`src/rtl/data_connection_config_loader_pkg.sv`:
```
`default_nettype none
// ============================================================================
// Module      : data_connection_config_loader_pkg
// Description : Shared types and sizing helpers for the connection-block
//               configuration loader: frame geometry, counter width and the
//               loader state encoding.
// Revision    : 1.0 - initial release
// ============================================================================
package data_connection_config_loader_pkg;

   // Loader states; explicit 3-bit encoding.
   typedef enum logic [2:0] {
      ST_IDLE   = 3'd0,
      ST_LOAD   = 3'd1,
      ST_CSUM   = 3'd2,
      ST_CHECK  = 3'd3,
      ST_COMMIT = 3'd4
   } state_t;

   // Total switch-enable bits in one tile.
   function automatic int calc_nbits(input int w, input int din, input int dout);
      return w * (din + dout);
   endfunction

   // Data words per frame (last word may carry pad bits).
   function automatic int calc_nwords(input int nbits, input int cw);
      return (nbits + cw - 1) / cw;
   endfunction

   // Word counter must be able to hold NWORDS itself.
   function automatic int calc_cnt_w(input int nwords);
      return $clog2(nwords + 1);
   endfunction

endpackage : data_connection_config_loader_pkg
`default_nettype wire

```
`src/rtl/data_connection_config_loader_cb_output_conflict_check.sv`:
```
`default_nettype none
// ============================================================================
// Module      : cb_output_conflict_check
// Description : Combinational detector for routing-track contention between
//               output pin groups. Flags when any track is enabled in two or
//               more of the DATAOUT output groups.
// Ports       : i_out_field - DATAOUT*W enables, group i at [i*W +: W]
//               o_conflict  - 1 when at least one track is multiply driven
// Revision    : 1.0 - initial release
// ============================================================================
module cb_output_conflict_check
   import data_connection_config_loader_pkg::*;
#(
   parameter int W       = 16,
   parameter int DATAOUT = 3
) (
   input  logic [DATAOUT*W-1:0] i_out_field,
   output logic                 o_conflict
);

   logic [W-1:0] w_seen;   // track enabled by at least one group so far
   logic [W-1:0] w_multi;  // track enabled by two or more groups

   // Running "seen once" / "seen twice" per track avoids a per-track adder.
   always_comb begin
      w_seen  = '0;
      w_multi = '0;
      for (int i = 0; i < DATAOUT; i++) begin
         w_multi = w_multi | (w_seen & i_out_field[i*W +: W]);
         w_seen  = w_seen  | i_out_field[i*W +: W];
      end
      o_conflict = |w_multi;
   end

endmodule : cb_output_conflict_check
`default_nettype wire

```
`src/rtl/data_connection_config_loader.sv`:
```
`default_nettype none
// ============================================================================
// Module      : data_connection_config_loader
// Description : Word-serial configuration loader for one data_connection_block
//               tile. Collects a frame into a shadow register, validates the
//               XOR checksum and output-track exclusivity, then atomically
//               updates the active switch-enable vector c.
// Ports       : clk, reset        - clock, synchronous active-high reset
//               cfg_start         - begin / restart a frame
//               cfg_valid/cfg_data/cfg_ready - word handshake
//               c                 - active switch enables (inputs low, outputs high)
//               cfg_busy          - frame in progress
//               cfg_done          - one-cycle commit pulse
//               cfg_err           - sticky reject flag for the last frame
// Revision    : 1.0 - initial release
// ============================================================================
module data_connection_config_loader
   import data_connection_config_loader_pkg::*;
#(
   parameter int W       = 16,
   parameter int DATAIN  = 4,
   parameter int DATAOUT = 3,
   parameter int CW      = 8
) (
   input  logic                            clk,
   input  logic                            reset,
   input  logic                            cfg_start,
   input  logic                            cfg_valid,
   input  logic [CW-1:0]                   cfg_data,
   output logic                            cfg_ready,
   output logic [W*(DATAIN+DATAOUT)-1:0]   c,
   output logic                            cfg_busy,
   output logic                            cfg_done,
   output logic                            cfg_err
);

   localparam int c_nbits   = calc_nbits(W, DATAIN, DATAOUT);
   localparam int c_nwords  = calc_nwords(c_nbits, CW);
   localparam int c_cnt_w   = calc_cnt_w(c_nwords);
   localparam int c_sh_bits = c_nwords * CW;

   state_t                 r_state;
   logic [c_cnt_w-1:0]     r_cnt;
   logic [c_sh_bits-1:0]   r_shadow;
   logic [CW-1:0]          r_xor;
   logic [CW-1:0]          r_csum;
   logic [c_nbits-1:0]     r_c;
   logic                   r_ready;
   logic                   r_busy;
   logic                   r_done;
   logic                   r_err;

   logic                   w_acc;
   logic                   w_conflict;
   logic                   w_csum_ok;

   assign w_acc     = cfg_valid & r_ready;
   assign w_csum_ok = (r_xor == r_csum);

   cb_output_conflict_check #(
      .W       (W),
      .DATAOUT (DATAOUT)
   ) u_conflict (
      .i_out_field (r_shadow[c_nbits-1:W*DATAIN]),
      .o_conflict  (w_conflict)
   );

   always_ff @(posedge clk) begin
      if (reset) begin
         r_state  <= ST_IDLE;
         r_cnt    <= '0;
         r_shadow <= '0;
         r_xor    <= '0;
         r_csum   <= '0;
         r_c      <= '0;
         r_ready  <= 1'b0;
         r_busy   <= 1'b0;
         r_done   <= 1'b0;
         r_err    <= 1'b0;
      end else begin
         r_done <= 1'b0;
         case (r_state)
            ST_IDLE: begin
               if (cfg_start) begin
                  r_shadow <= '0;
                  r_cnt    <= '0;
                  r_xor    <= '0;
                  r_err    <= 1'b0;
                  r_ready  <= 1'b1;
                  r_busy   <= 1'b1;
                  r_state  <= ST_LOAD;
               end
            end
            ST_LOAD, ST_CSUM: begin
               // A start always wins over a simultaneous word.
               if (cfg_start) begin
                  r_shadow <= '0;
                  r_cnt    <= '0;
                  r_xor    <= '0;
                  r_state  <= ST_LOAD;
               end else if (w_acc && (r_state == ST_LOAD)) begin
                  for (int k = 0; k < c_nwords; k++) begin
                     if (r_cnt == c_cnt_w'(k))
                        r_shadow[k*CW +: CW] <= cfg_data;
                  end
                  r_xor <= r_xor ^ cfg_data;
                  r_cnt <= r_cnt + 1'b1;
                  if (r_cnt == c_cnt_w'(c_nwords - 1))
                     r_state <= ST_CSUM;
               end else if (w_acc) begin
                  r_csum  <= cfg_data;
                  r_ready <= 1'b0;
                  r_state <= ST_CHECK;
               end
            end
            ST_CHECK: begin
               // c is loaded on the CHECK->COMMIT edge so it appears together
               // with the done pulse.
               if (w_csum_ok && !w_conflict) begin
                  r_c     <= r_shadow[c_nbits-1:0];
                  r_done  <= 1'b1;
                  r_state <= ST_COMMIT;
               end else begin
                  r_err   <= 1'b1;
                  r_busy  <= 1'b0;
                  r_state <= ST_IDLE;
               end
            end
            ST_COMMIT: begin
               r_busy  <= 1'b0;
               r_state <= ST_IDLE;
            end
            default: begin
               r_ready <= 1'b0;
               r_busy  <= 1'b0;
               r_state <= ST_IDLE;
            end
         endcase
      end
   end

   assign cfg_ready = r_ready;
   assign cfg_busy  = r_busy;
   assign cfg_done  = r_done;
   assign cfg_err   = r_err;
   assign c         = r_c;

endmodule : data_connection_config_loader
`default_nettype wire

```
`config.mk`:
```
export PLATFORM = sky130hd
export DESIGN_NAME = data_connection_config_loader
export DESIGN_NICKNAME = d
export VERILOG_FILES = /design/src/rtl/data_connection_config_loader_pkg.sv /design/src/rtl/data_connection_config_loader_cb_output_conflict_check.sv /design/src/rtl/data_connection_config_loader.sv
export SDC_FILE = /design/constraint.sdc
export NUM_CORES = 1
export LEC_CHECK = 0
export CAP_MARGIN = 15
export CELL_PAD_IN_SITES_DETAIL_PLACEMENT = 2
export CELL_PAD_IN_SITES_GLOBAL_PLACEMENT = 2
export CORE_ASPECT_RATIO = 0.9
export CORE_MARGIN = 1
export CORE_UTILIZATION = 37
export CTS_CLUSTER_DIAMETER = 60
export DETAILED_ROUTE_END_ITERATION = 6
export PLACE_DENSITY_LB_ADDON = 0.1
export SLEW_MARGIN = 20
export SYNTH_ARGS = -nofsm -noshare
export SYNTH_HDL_FRONTEND = slang
export SYNTH_SLANG_ARGS = --single-unit
```
`constraint.sdc`:
```
create_clock -name clk -period 3.86 [get_ports clk]
set_input_delay 0.579 -clock clk [delete_from_list [all_inputs] [get_ports clk]]
set_output_delay 0.579 -clock clk [all_outputs]
set_load 0.02 [all_outputs]
```
Word level (Yosys, flattened, before mapping)
Index checks and enable logic that the tools add are counted.
- logic and storage cells: 151
- memories kept: 0
- ROM bits: 0
- RAM bits: 0
- bits in latches: 0
- bits of input ports: 12
- register bits: 251
- equality and inequality tests: 40
- reduce and logical (&&, ||, !) cells: 32
- mux-type cells: 44
- multiply operators: 0
- bitwise operators: 11
- $lt $le $gt $ge: 0
- divide/modulo/power cells: 0
- add/sub/neg operators: 1
- shifts and indexed selects: 0
- operators with widths (cell ; count):
    $mux W112 ; 3
    $pmux W112 S2 ; 1
    $mux W8 ; 17
    $reduce_and A4 Y1 ; 15
    $ne A3 B3 Y1 const B ; 15
    $and A16 B16 Y16 ; 2
    $or A16 B16 Y16 ; 2
    $eq A4 B4 Y1 const B ; 6
    $mux W3 ; 6
    $eq A4 B3 Y1 const B ; 4
    $pmux W8 S2 ; 1
    $reduce_or A16 Y1 ; 1
    $mux W4 ; 3
    $reduce_and A3 Y1 ; 4
    $ne A2 B2 Y1 const B ; 5
    $pmux W3 S3 ; 1
    $eq A4 B2 Y1 const B ; 2
    $eq A8 B8 Y1 ; 1
    $mux W1 ; 8
    $ne A4 B4 Y1 const B ; 2
    $pmux W4 S2 ; 1
    $xor A8 B8 Y8 ; 1
    $eq A3 B2 Y1 const B ; 2
    $pmux W1 S3 ; 2
    15 further kinds ; 23

Logic depth before layout (Yosys ltp)
Gate-level depths: netlist (run 1).
- word-level depth: 8
- gate-level depth with buffers: 8

By module
From an unflattened synthesis (run 1), not the netlist that was laid out.
- cells, all modules: 1103
- area total of the unflattened synthesis: 10795.4 sq um
- modules (own cells, without submodules) (module ; area an instance (sq um) ; cells an instance ; times used):
    data_connection_config_loader ; 10597.7 ; 1072 ; 1
    cb_output_conflict_check ; 197.7 ; 31 ; 1

Least setup slack after synthesis (run 1)
Ideal clock, no wire load.
- kind: input port to flip-flop
- start point: input cfg_start
- end point: register r_shadow[111]
- data arrival time: 1.855 ns
- cell stages on the path: 8
- setup slack: 1.877 ns
- data required time: 3.732 ns
- path buffers: 3
- cell sequence: clkbuf_1 a31o_2 buf_2 nand4_1 clkbuf_1 nor2_1 a31oi_1 nor2_1
- cells in the longest elaborated chain, start to end: 2
- RTL lines (element ; RTL line ; RTL):
    start: declaration ; data_connection_config_loader.sv:27 ; input logic cfg_start,
    $ne A3 B3 Y1 (no source line), or another cell as far along ; -- ;
    $reduce_and A4 Y1 (no source line) or $pmux W112 S2 (tied branches) ; -- ;
    end signal: indexed assignment ; data_connection_config_loader.sv:104 ; r_shadow[k*CW +: CW] <= cfg_data;
    end: declaration ; data_connection_config_loader.sv:44 ; logic [c_sh_bits-1:0] r_shadow;
Several ways; a longest one is shown, not always the timed one.
A chain may end at the register's enable or synchronous reset.

Final worst setup path (run 1)
- start point: input cfg_start
- end point: register r_shadow[3]
The elaborated chain is that of the path after synthesis.

==> results of run 1 <==
## worst paths after layout
kind | startpoint | endpoint | cells after the start
hold / removal | r_shadow[1] | r_shadow[1] | 2
setup / recovery | cfg_start | r_shadow[3] | 6
hold reg to reg | r_shadow[1] | r_shadow[1] | 2
setup reg to reg | r_state[0] | r_shadow[3] | 5
## critical path: cells and delay by family
family / cells / cell delay (ns)
buf+inv: 1 / 0.66
simple gates: 3 / 1.35
compound gates: 2 / 0.51
## final cells by class
cell class	instances	area share (%)
Tap cell	360	3.45
Sequential cell	251	38.4
Multi-Input combinational cell	850	39.8
Inverter	4	0.115
Clock inverter	5	0.278
Clock buffer	47	6.76
Timing Repair Buffer	144	11.1
## metal layers
layer,vias up,routed length [um]
li1,4217,-
met1,4335,15300
met2,177,16100
met3,51,1270
met4,0,742
met5,-,0
## logic make-up after synthesis
| group | after synthesis | synth area share, % |
|---|---|---|
| and+or+nand+nor | 554 | 26.4 |
| DFF | 251 | 47.2 |
| AOI/OAI and AO/OA | 151 | 8.81 |
| muxes | 120 | 11.3 |
| buffers and inverters | 96 | 4.00 |
| xor gates and xnor gates | 20 | 1.65 |
| adders and majority gates | 5 | 0.565 |
## synth_stat cells (all sizes together), types with 3 or more instances
cell | instances | area share [%]
a22oi | 10 | 0.71
or2 | 8 | 0.47
a31oi | 106 | 6.2
a21oi | 13 | 0.61
nor3 | 6 | 0.28
xnor2 | 10 | 0.82
buf | 19 | 1.3
o21ai | 16 | 0.75
nand2 | 24 | 0.85
dfxtp | 251 | 47
nor4 | 3 | 0.24
nor2b | 5 | 0.29
and2 | 3 | 0.18
clkbuf | 73 | 2.6
inv | 4 | 0.14
mux2i | 120 | 11
nand3 | 10 | 0.47
nor2 | 236 | 8.3
ha | 4 | 0.47
xor2 | 10 | 0.82
nand4 | 29 | 1.7
nand2b | 225 | 13
## state kept, by name, indices dropped and copies added, names as in the netlist, 3 cells and up
signal    cells
r_state       3
r_csum        8
r_cnt         4
c           112
r_shadow    112
r_xor         8
## power by group through the flow
stage	registers [mW]	logic (mW)	clock network (mW)
2_1_floorplan	2.67	0.148	0
3_3_place_gp	2.67	0.225	0
3_5_place_dp	2.67	0.227	0
4_1_cts	2.61	0.229	2.74
5_1_grt	2.61	0.245	2.84
6_report	2.61	0.227	2.66
## stage by stage
stage          area [sq um]  utilization (%)  cells  power (mW)  worst slack, ns
3_5_place_dp          12100             43.3   1609        2.90            0.735
4_1_cts               13100             46.5   1661        5.58             1.28
3_3_place_gp          12100             43.3   1609        2.89            0.855
2_1_floorplan         10600                -   1197        2.81             1.88
5_1_grt               13100             46.5   1661        5.69             1.04
6_report              13100             46.5   1661        5.50             1.25
==> impl_metrics.toml, run 1 <==
[final_layout]
antenna_cells = 0
layout_common_cells = "dfxtp_1, nor2_1, nand2b_1, clkdlybuf4s50_1, mux2i_1"
drive_gt1_share_pct = 5.53
layout_commonest_cell = "dfxtp_1"
multiInputGateArea_sq_um = 5210
fin_nets = 1296
regArea_sq_um = 5020
fillers = 3010
syn_to_final_growth_pct = 22.9

[global_routing]
grt.busiest_layer = "met2"
met2_usage_pct = 40.0
grt_pass1_wl_mm = 53.2
met1_usage_pct = 29.6
grt_pass1_vias = 9343
grt_use_met3_pct = 2.80
grt_max_degree = 110
track_usage_pct = 22.8
gr-total-overflow = 0
antenna_found_initial = 0

[setup_path]
crit_type = "input port to flop"
critPathMaxStageDelay_ns = 0.66
critical_path_peak_fanout = 16
cp_cell_sequence = "clkdlybuf4s50_1, a31o_2, and2_1, nand2_1, or2_2, a21oi_1"
worstPathArrival_ns = 3.09
regToRegSetupSlack_ns = 1.32
required_ns = 4.35
start_kind = "input port"
endpoint_kind = "flop"
crit_path_top_delay_cell = "clkdlybuf4s50_1"

[power]
p_per_area_nw_per_um2 = 421
clkPwrFrac_pct = 48.4
p_int_mw = 4.24
power_switching_mw = 1.26
pwr-share-comb_pct = 4.1
seqPwrFrac_pct = 47.5
sw_frac_of_total_pct = 23.0
p_leak_nw = 5.15
ir_drop_v = 0.000332

[clock_tree]
clock-sinks = 251
cts_hold_buf = 0
clock_path_buffers = 3
clk_pin_slew_ns = 0.06
root_buffer = "clkbuf_16"
insertion_delay_ns = 0.56
cts_resized = 0
post_cts_buffers = 0
tritoncts = "built"
numCtsBuffers = 29
h-tree-depth = 1

[yosys]
ys.flop_type = "dfxtp_1"
syn-instance-count = 1197
yosysSeqAreaShare_pct = 47.2
synth_nets = 1213
synth_edf_count = 0
synth.avg_cell_area_sq_um = 8.89
ys_warn_count = 0
synth_area_sq_um = 10600
ys_seq_elements = 251
async_reset_ff_share_pct = 0
ys_types = 39

[routing]
vias = 8780
drtIter0Drc = 408
drt-total-wl_mm = 33.3
wl_per_cell_um = 20.1
antenna_left = 0
via_per_inst = 5.29
firstDrtPassIters = 4
drc = 0

[sta]
clock_skew_ns = 0.0222
drv_slew = 0
rsz0062_at_grt = "false"
worstMarginPinSlew_ns = 0.773
fin_crit_sh_pct = 67.6
finalSetupTns_ns = 0
fmax_mhz = 384
slew-limit-headroom_pct = 48.3
hold_violations = 0
holdWs_ns = 0.468
setup_viol_count_final = 0
post-route-min-period_ns = 2.61

[worst_hold_path]
hold_path_class = "flop to flop"

[floorplanning]
die_h_um = 163
die_width_um = 181
die-area_sq_um = 29400
io_pins = 128
start_util_pct = 37.9
core_area_sq_um = 28100
num_rows = 58

[place]
numPortBuffers = 127
place.gp.congestion = 0.886
dp_hpwl_mm = 22.3

[flow_run]
cap_violations = 0

[run_status]
status = "completed"
No activity file was read; power rests on OpenSTA's default activity.
==> run 2: changes to the inputs <==
CORE_UTILIZATION = 31   (was 37)
clock period = 2.2 ns   (was 3.86 ns; I/O delays follow)
==> run 2 against run 1 <==
Compared with the run above: power increased by 84%; critical endpoint is now c[49]; clock-buffer cell count decreased by 1; highest routed layer unchanged; clock skew decreased by 0.0079 ns; utilization decreased by 5.0 points; die area increased by 19%; via count increased by 2.7%; largest power group unchanged; sequential share of layout area decreased by 2.1 points.
==> impl_metrics.toml, run 2 (same netlist as run 1, synthesis figures left out) <==
[final_layout]
fillers = 3641
fin_nets = 1354
layout_commonest_cell = "dfxtp_1"
drive_gt1_share_pct = 10.1
final_util_pct = 41.5
antenna_cells = 0
final_area_sq_um = 13800
layout_common_cells = "dfxtp_1, nor2_1, nand2b_1, clkdlybuf4s50_1, mux2i_1"
syn_to_final_growth_pct = 30.1

[sta]
hold_violations = 0
finalSetupTns_ns = 0
drv_slew = 0
fmax_mhz = 469
fin_crit_sh_pct = 96.9
holdWs_ns = 0.208
post-route-min-period_ns = 2.13
worstMarginPinSlew_ns = 0.467
clock_skew_ns = 0.0142
setup_viol_count_final = 0
slew-limit-headroom_pct = 68.7
rsz0062_at_grt = "false"

[power]
p_per_area_nw_per_um2 = 730
seqPwrFrac_pct = 45.3
sw_frac_of_total_pct = 23.2
power_switching_mw = 2.34
pwr-share-comb_pct = 4.6
power_mw = 10.1
p_leak_nw = 5.52
ir_drop_v = 0.000515
p_int_mw = 7.76
clkPwrFrac_pct = 50.1

[flow_run]
cap_violations = 0

[routing]
drc = 0
wl_per_cell_um = 19.4
drtIter0Drc = 280
vias = 9013
drt-total-wl_mm = 35.2
via_per_inst = 4.96
firstDrtPassIters = 5
antenna_left = 0

[clock_tree]
insertion_delay_ns = 0.56
post_cts_buffers = 0
clock-sinks = 251
tritoncts = "built"
root_buffer = "clkbuf_16"
h-tree-depth = 1
numCtsBuffers = 31
clock_path_buffers = 3
clk_pin_slew_ns = 0.06

[floorplanning]
core_area_sq_um = 33300
die_width_um = 197
die-area_sq_um = 35100
io_pins = 128
num_rows = 63
start_util_pct = 31.9
die_h_um = 178

[setup_path]
crit_path_top_delay_cell = "dfxtp_1"
critical_path_peak_fanout = 39
critPathMaxStageDelay_ns = 0.43
endpoint_kind = "flop"
cp_cell_sequence = "a22oi_1, nand4_1, nor4_4, nand3_4, buf_12, mux2i_1"
ff2ff_path_depth = 6
required_ns = 2.63
worstPathArrival_ns = 2.56
crit_type = "flop to flop"
start_kind = "flop"

[global_routing]
grt_pass1_vias = 9643
antenna_found_initial = 0
track_usage_pct = 20.3
grt_max_degree = 68
grt_pass1_wl_mm = 55.6
gr-total-overflow = 0

[place]
place.gp.congestion = 0.878
dp_hpwl_mm = 24.1
placed_area_sq_um = 12800
numPortBuffers = 127

[worst_hold_path]
hold_path_class = "input port to flop"
hold-path-cell-count = 2

[run_status]
status = "completed"
## run 2: cell count changes in the layout (fill, tap and decap cells not counted), moves of 2 or more
cell / previous run / this run
buf_4: 13 / 60
buf_12: 4 / 13
clkbuf_1: 9 / 6
clkinv_2: 2 / 5
o21ai_0: 14 / 11
o21ai_1: 2 / 5
clkbuf_16: 29 / 31
## run 2: area by class of cell
class,instances,area (sq um),share of cell area (%)
multi-input cells,850,5220,37.7
flip-flops and latches,251,5020,36.3
clock buffers,46,922,6.66
clock inverters,11,100,0.723
repair buffers,200,1990,14.4
well taps,455,569,4.11
inverters,4,15.0,0.109
## run 2: through the flow
step	setup WS [ns]	std cells
floorplan	0.362	1197
global placement	0.102	1760
detailed placement	0.00867	1760
CTS	0.0241	1817
global route	0.00691	1817
finish	0.0673	1817
## run 2: worst max-delay path: cells and delay by family (launching register included)
family                 cells  cell delay, ns
AND/OR/NAND/NOR            3            0.75
flip-flops                 1            0.43
AO/OA/AOI/OAI              1            0.35
buffers and inverters      1            0.22
multiplexers               1            0.18
## run 2: worst paths after layout
check               start           end  slack [ns]
max reg2reg  r_shadow[75]         c[49]        0.07
max          r_shadow[75]         c[49]        0.07
min reg2reg   r_shadow[7]   r_shadow[7]        0.46
min                 reset  r_shadow[62]        0.21
## run 2: metal layers
metal / track usage [%] / routed length, um / part of all wire (%) / vias up
met5: 0 / 0 / 0 / -
met4: 4.68 / 685 / 1.9 / 0
met3: 2.89 / 1100 / 3.1 / 46
met2: 35.1 / 16900 / 48 / 147
met1: 26.7 / 16500 / 47 / 4483
li1: - / - / - / 4337
## run 2: repair_timing
item,in CTS,in global routing
hold buffers,0,0
endpoints found under the setup margin,113,113
gates resized for setup,2,3
pin swaps,0,0
## run 2: power by group through the flow
| stage | registers (mW) | clock network [mW] | logic (mW) |
|---|---|---|---|
| 3_3_place_gp | 4.68 | 0 | 0.460 |
| 2_1_floorplan | 4.68 | 0 | 0.259 |
| 6_report | 4.58 | 5.06 | 0.463 |
| 3_5_place_dp | 4.68 | 0 | 0.466 |
| 4_1_cts | 4.58 | 5.22 | 0.470 |
| 5_1_grt | 4.58 | 5.37 | 0.500 |
